## config.mk

```make
export PLATFORM = sky130hd
export DESIGN_NAME = pipe_stage_reg
export DESIGN_NICKNAME = d
export VERILOG_FILES = /design/src/rtl/pipe_stage_reg.sv
export SDC_FILE = /design/constraint.sdc
export NUM_CORES = 1
export LEC_CHECK = 0
export ABC_CLOCK_PERIOD_IN_PS = 11650
export CORE_AREA = 4 4 219 221
export DETAILED_ROUTE_END_ITERATION = 7
export DIE_AREA = 0 0 223 225
export GPL_TIMING_DRIVEN = 1
export HOLD_SLACK_MARGIN = 0.1
export PLACE_DENSITY = 0.76
export SLEW_MARGIN = 20
export SYNTH_ARGS = -nofsm -noshare
export SYNTH_HDL_FRONTEND = slang
export SYNTH_SLANG_ARGS = --single-unit
export TNS_END_PERCENT = 1
```

## constraint.sdc

```tcl
create_clock -name clk -period 11.65 [get_ports clk]
set_clock_uncertainty 0.15 [all_clocks]
set_input_delay 1.7475 -clock clk [delete_from_list [all_inputs] [get_ports clk]]
set_output_delay 1.7475 -clock clk [all_outputs]
set_load 0.01 [all_outputs]
```

## src/rtl/pipe_stage_reg.sv

```systemverilog
// Elastic inter-stage pipeline register: main + skid entry, stall/flush, and a
// coprocessor instruction FIFO side-channel. Optional counters: PIPE_STAGE_STAT_EN.
module pipe_stage_reg #(
  parameter int unsigned          PAYLOAD_W = 128,
  parameter logic [PAYLOAD_W-1:0] NOP_VALUE = '0,
  parameter int unsigned          PC_W      = 30,
  parameter int unsigned          INSN_W    = 32,
  parameter int unsigned          CP_DEPTH  = 4
) (
  input  logic                         clk,
  input  logic                         reset,
  input  logic                         in_valid,
  output logic                         in_ready,
  input  logic [PAYLOAD_W-1:0]         in_payload,
  input  logic [PC_W-1:0]              in_pc,
  input  logic                         in_cp_req,
  input  logic [INSN_W-1:0]            in_insn,
  input  logic                         stall,
  input  logic                         flush,
  output logic                         out_valid,
  input  logic                         out_ready,
  output logic [PAYLOAD_W-1:0]         out_payload,
  output logic [PC_W-1:0]              out_pc,
  output logic                         cp_valid,
  input  logic                         cp_ready,
  output logic [INSN_W-1:0]            cp_insn,
  output logic [$clog2(CP_DEPTH):0]    cp_count
`ifdef PIPE_STAGE_STAT_EN
  ,
  output logic [31:0]                  stat_stall_cnt,
  output logic [15:0]                  stat_flush_cnt
`endif
);

  localparam int unsigned AW = $clog2(CP_DEPTH);

  logic                 main_valid;
  logic [PAYLOAD_W-1:0] main_payload;
  logic [PC_W-1:0]      main_pc;
  logic                 main_cp_req;
  logic [INSN_W-1:0]    main_insn;

  logic                 skid_valid;
  logic [PAYLOAD_W-1:0] skid_payload;
  logic [PC_W-1:0]      skid_pc;
  logic                 skid_cp_req;
  logic [INSN_W-1:0]    skid_insn;

  logic [INSN_W-1:0]    cp_mem [CP_DEPTH];
  logic [AW:0]          wr_ptr;
  logic [AW:0]          rd_ptr;

  logic cp_full;
  logic accept;
  logic fire;
  logic push;
  logic pop;

  assign cp_full   = (wr_ptr[AW] != rd_ptr[AW]) && (wr_ptr[AW-1:0] == rd_ptr[AW-1:0]);
  assign cp_valid  = (wr_ptr != rd_ptr);
  assign cp_count  = wr_ptr - rd_ptr;
  assign cp_insn   = cp_mem[rd_ptr[AW-1:0]];

  assign in_ready    = !skid_valid && !stall;
  assign out_valid   = main_valid && !(main_cp_req && cp_full);
  assign out_payload = main_payload;
  assign out_pc      = main_pc;

  assign accept = in_valid && in_ready;
  assign fire   = out_valid && out_ready && !stall;
  // A bundle leaving in a flush cycle is killed, so its instruction is not queued.
  assign push   = fire && main_cp_req && !flush;
  assign pop    = cp_valid && cp_ready;

  always_ff @(posedge clk or posedge reset) begin
    if (reset) begin
      main_valid   <= 1'b0;
      main_payload <= NOP_VALUE;
      main_pc      <= '0;
      main_cp_req  <= 1'b0;
      main_insn    <= '0;
      skid_valid   <= 1'b0;
      skid_payload <= NOP_VALUE;
      skid_pc      <= '0;
      skid_cp_req  <= 1'b0;
      skid_insn    <= '0;
    end else if (flush) begin
      main_valid   <= 1'b0;
      main_payload <= NOP_VALUE;
      main_pc      <= '0;
      main_cp_req  <= 1'b0;
      skid_valid   <= 1'b0;
    end else if (!stall) begin
      if (!main_valid || fire) begin
        if (skid_valid) begin
          main_valid   <= 1'b1;
          main_payload <= skid_payload;
          main_pc      <= skid_pc;
          main_cp_req  <= skid_cp_req;
          main_insn    <= skid_insn;
          skid_valid   <= 1'b0;
        end else if (accept) begin
          main_valid   <= 1'b1;
          main_payload <= in_payload;
          main_pc      <= in_pc;
          main_cp_req  <= in_cp_req;
          main_insn    <= in_insn;
        end else begin
          main_valid   <= 1'b0;
        end
      end else if (accept) begin
        skid_valid   <= 1'b1;
        skid_payload <= in_payload;
        skid_pc      <= in_pc;
        skid_cp_req  <= in_cp_req;
        skid_insn    <= in_insn;
      end
    end
  end

  always_ff @(posedge clk or posedge reset) begin
    if (reset) begin
      wr_ptr <= '0;
      rd_ptr <= '0;
    end else begin
      if (push) wr_ptr <= wr_ptr + 1'b1;
      if (pop)  rd_ptr <= rd_ptr + 1'b1;
    end
  end

  always_ff @(posedge clk) begin
    if (push) cp_mem[wr_ptr[AW-1:0]] <= main_insn;
  end

`ifdef PIPE_STAGE_STAT_EN
  always_ff @(posedge clk or posedge reset) begin
    if (reset) begin
      stat_stall_cnt <= '0;
      stat_flush_cnt <= '0;
    end else begin
      if (main_valid && !fire && (stat_stall_cnt != '1))
        stat_stall_cnt <= stat_stall_cnt + 32'd1;
      if (flush)
        stat_flush_cnt <= stat_flush_cnt + 16'd1;
    end
  end
`endif

endmodule

```

==> impl_metrics.json <==
{
  "power_frac_seq_pct": 45.6,
  "wire_per_inst_um": 21.3,
  "cts_tree": "done",
  "hold_path_depth": 1,
  "grt_max_degree": 244,
  "synth.cell_area_um2": 22000,
  "outcome": "completed",
  "p_sw_share_pct": 25.7,
  "netlist_instances": 1442,
  "crit_arrival_ns": 3.08,
  "ys_ff_latch": 518,
  "die_w_um": 223,
  "vias_per_cell": 5.41,
  "die_h_um": 225,
  "peakVddDrop_v": 0.000124,
  "max_slew_margin_pct": 13.0,
  "hold_buffers": 0,
  "post-route-drc-count": 0,
  "tightest_slew_ns": 1.31,
  "synth.distinct_cells": 35,
  "hold_path_startpoint": "skid_insn[3]$_DFFE_PP0P_",
  "cp_cell_sequence": "buf_4 > ha_1 > fa_1 > xnor2_1 > clkdlybuf4s50_1",
  "htreeDepth": 2,
  "grtUsageMet2_pct": 32.3,
  "cts_buffer_depth": 3,
  "cts-root-buf": "clkbuf_16",
  "worst_setup_path_end_kind": "output port",
  "cp-start-kind": "flip-flop",
  "timing.rr.start": "rd_ptr[0]$_DFFE_PP0P_",
  "power_density_nw_per_um2": 176,
  "final_cell_mix": "392 x clkdlybuf4s50_1, 388 x dfrtp_1, 161 x nor2_1",
  "period_share_pct": 42.7,
  "rrSetupSlack_ns": 7.21,
  "slew_violations": 0,
  "dieArea_um2": 50200,
  "setup_violations": 0,
  "cpMaxStageDelayCell": "dfrtp_2",
  "core-area_um2": 46200,
  "rsz0062_at_grt": "no",
  "seq_area_frac_synth_pct": 61.9,
  "nets": 2010,
  "final_common_cell": "clkdlybuf4s50_1",
  "globalRouteMet1Util_pct": 26.4,
  "grt.overflow.total": 0,
  "hpwlAfterDp_um": 33000,
  "worst-path-buf-inv": 2,
  "dp_cells": 2354,
  "antenna_found_initial": 8,
  "timing.max_cap.violations": 0,
  "ant_nets": 0,
  "max_stage_delay_ns": 0.60,
  "grt.met3_usage_pct": 7.69,
  "syn_area_per_cell_um2": 15.2,
  "syn2layout_area_growth_pct": 27.9,
  "min_path_type": "reg2reg",
  "grt_pass1_vias": 14300,
  "clk_latency_ns": 0.60,
  "hold_viol": 0,
  "drive_above_1_share_pct": 16.4,
  "routabilityCongestion": 0.793,
  "grt_pass1_wl_um": 81500,
  "critPathMaxFanout": 20,
  "cts_resized": 0,
  "rr_worst_depth": 8,
  "synth-edff-count": 128,
  "intPower_uw": 3680,
  "p_comb_share_pct": 19.2,
  "p_leak_uw": 0.0116,
  "cts.clk_slew.worst_paths_ns": 0.06,
  "grt_usage_pct": 20.4,
  "ys.warnings.count": 0,
  "power_uw": 4940,
  "clkSinkCount": 518,
  "fmax_mhz": 201,
  "ys_async_sr_fraction_pct": 75.3,
  "numCtsBuffers": 54,
  "first_pass_iters": 6,
  "nFillCells": 3507,
  "min_to": "skid_insn[3]$_DFFE_PP0P_",
  "path_class": "reg2out",
  "cp_top_family": "buffers and inverters",
  "r2r-end": "out_pc[15]$_DFFE_PP0P_",
  "vias": 13300,
  "drt_iter0_drc": 720,
  "drt_wl_total_um": 52200,
  "finalSetupTns_ns": 0,
  "final_core_util_pct": 60.9,
  "p_clk_share_pct": 35.2,
  "initial_core_util_pct": 47.6,
  "rows": 79,
  "period_needed_ns": 4.97,
  "final_cells": 2456,
  "p_switching_uw": 1270,
  "required_ns": 9.75,
  "synthFlopType": "dfrtp_1",
  "synth_fp_nets": 1648,
  "gr-max-usage-layer": "met2",
  "port_buffers": 393,
  "cts_setup_buffers": 0,
  "ios": 394
}
==> registers in the layout (all words and copies together) (netlist names), 30 cells and up <==
| name | count |
|---|---|
| cp_mem | 128 |
| main_insn | 32 |
| out_payload | 128 |
| out_pc | 30 |
| skid_insn | 32 |
| skid_payload | 128 |
| skid_pc | 30 |
==> Yosys cell counts, drive strengths merged (6+ instances only) <==
library cell | number | share of area (%)
mux4 | 32 | 3.3
dfrtp | 390 | 44
ha | 7 | 0.40
mux2 | 256 | 15
inv | 8 | 0.14
a211oi | 161 | 5.5
edfxtp | 128 | 17
mux2i | 159 | 7.2
nand2 | 6 | 0.11
nor2 | 161 | 2.8
buf | 75 | 2.3
clkbuf | 32 | 0.55
==> power by group through the flow <==
stage / logic [uW] / clock network (uW) / registers [uW]
after global routing: 1020 / 1860 / 2280
after CTS: 966 / 1790 / 2250
after global placement: 938 / 0 / 2270
final: 951 / 1740 / 2250
after detailed placement: 960 / 0 / 2280
after floorplan: 553 / 0 / 2240
==> per-stage QoR <==
step | cell area, um^2 | hold WS [ns] | worst slack, ns
after floorplan | 22000 | 0.309 | 4.51
after global placement | 26200 | 0.318 | 6.48
after detailed placement | 26200 | 0.328 | 6.45
after CTS | 28100 | 0.342 | 6.55
after global routing | 28100 | 0.352 | 6.43
final | 28100 | 0.338 | 6.68
==> layout make-up <==
type                       instances  area [um^2]  share of cell area, %
multi-input combinational        809         7730                   27.5
sequential                       518        13600                   48.4
clock buffer                      75         1550                   5.52
clock inverter                    23          270                  0.962
timing repair buffer             413         4130                   14.7
antenna                            3         7.51                 0.0267
tap                              607          759                   2.70
inverter                           8         33.8                  0.120
==> worst reg2reg max path: stages (launching register included) <==
cell and delay [ns]:
dfrtp_2 0.71, buf_4 0.48, ha_1 0.36, and4_1 0.22
a211oi_4 0.23, buf_4 0.65, buf_12 0.67, nor2_1 0.56
a211oi_1 0.29
==> per-layer routing <==
metal	part of all wire, %	up-vias
li1	-	6071
met1	42	6763
met2	47	337
met3	8.2	106
met4	3.0	10
met5	0.13	-
==> kinds of logic after synthesis <==
group                    synth area share (%)
AO/OA/AOI/OAI                            5.93
XOR/XNOR                                0.313
adder cells (fa/ha/maj)                 0.490
buffers and inverters                    3.00
flip-flops                               61.9
multiplexers                             25.2
AND/OR/NAND/NOR                          3.17
==> how the worst max path moves through the flow <==
stage                     startpoint                           to  slack, ns  depth (start not counted)
3_5_place_dp                   stall  skid_payload[7]$_DFFE_PP0P_       6.45                          5
2_1_floorplan                  reset      main_cp_req$_DFFE_PP0P_       4.51                          1
4_1_cts        rd_ptr[0]$_DFFE_PP0P_                  cp_count[2]       6.55                          5
5_1_grt        rd_ptr[0]$_DFFE_PP0P_                  cp_count[1]       6.43                          5
3_3_place_gp                   stall  skid_payload[9]$_DFFE_PP0P_       6.48                          5
6_report       rd_ptr[0]$_DFFE_PP0P_                  cp_count[2]       6.68                          5
No activity file was read; power rests on OpenSTA's default activity.
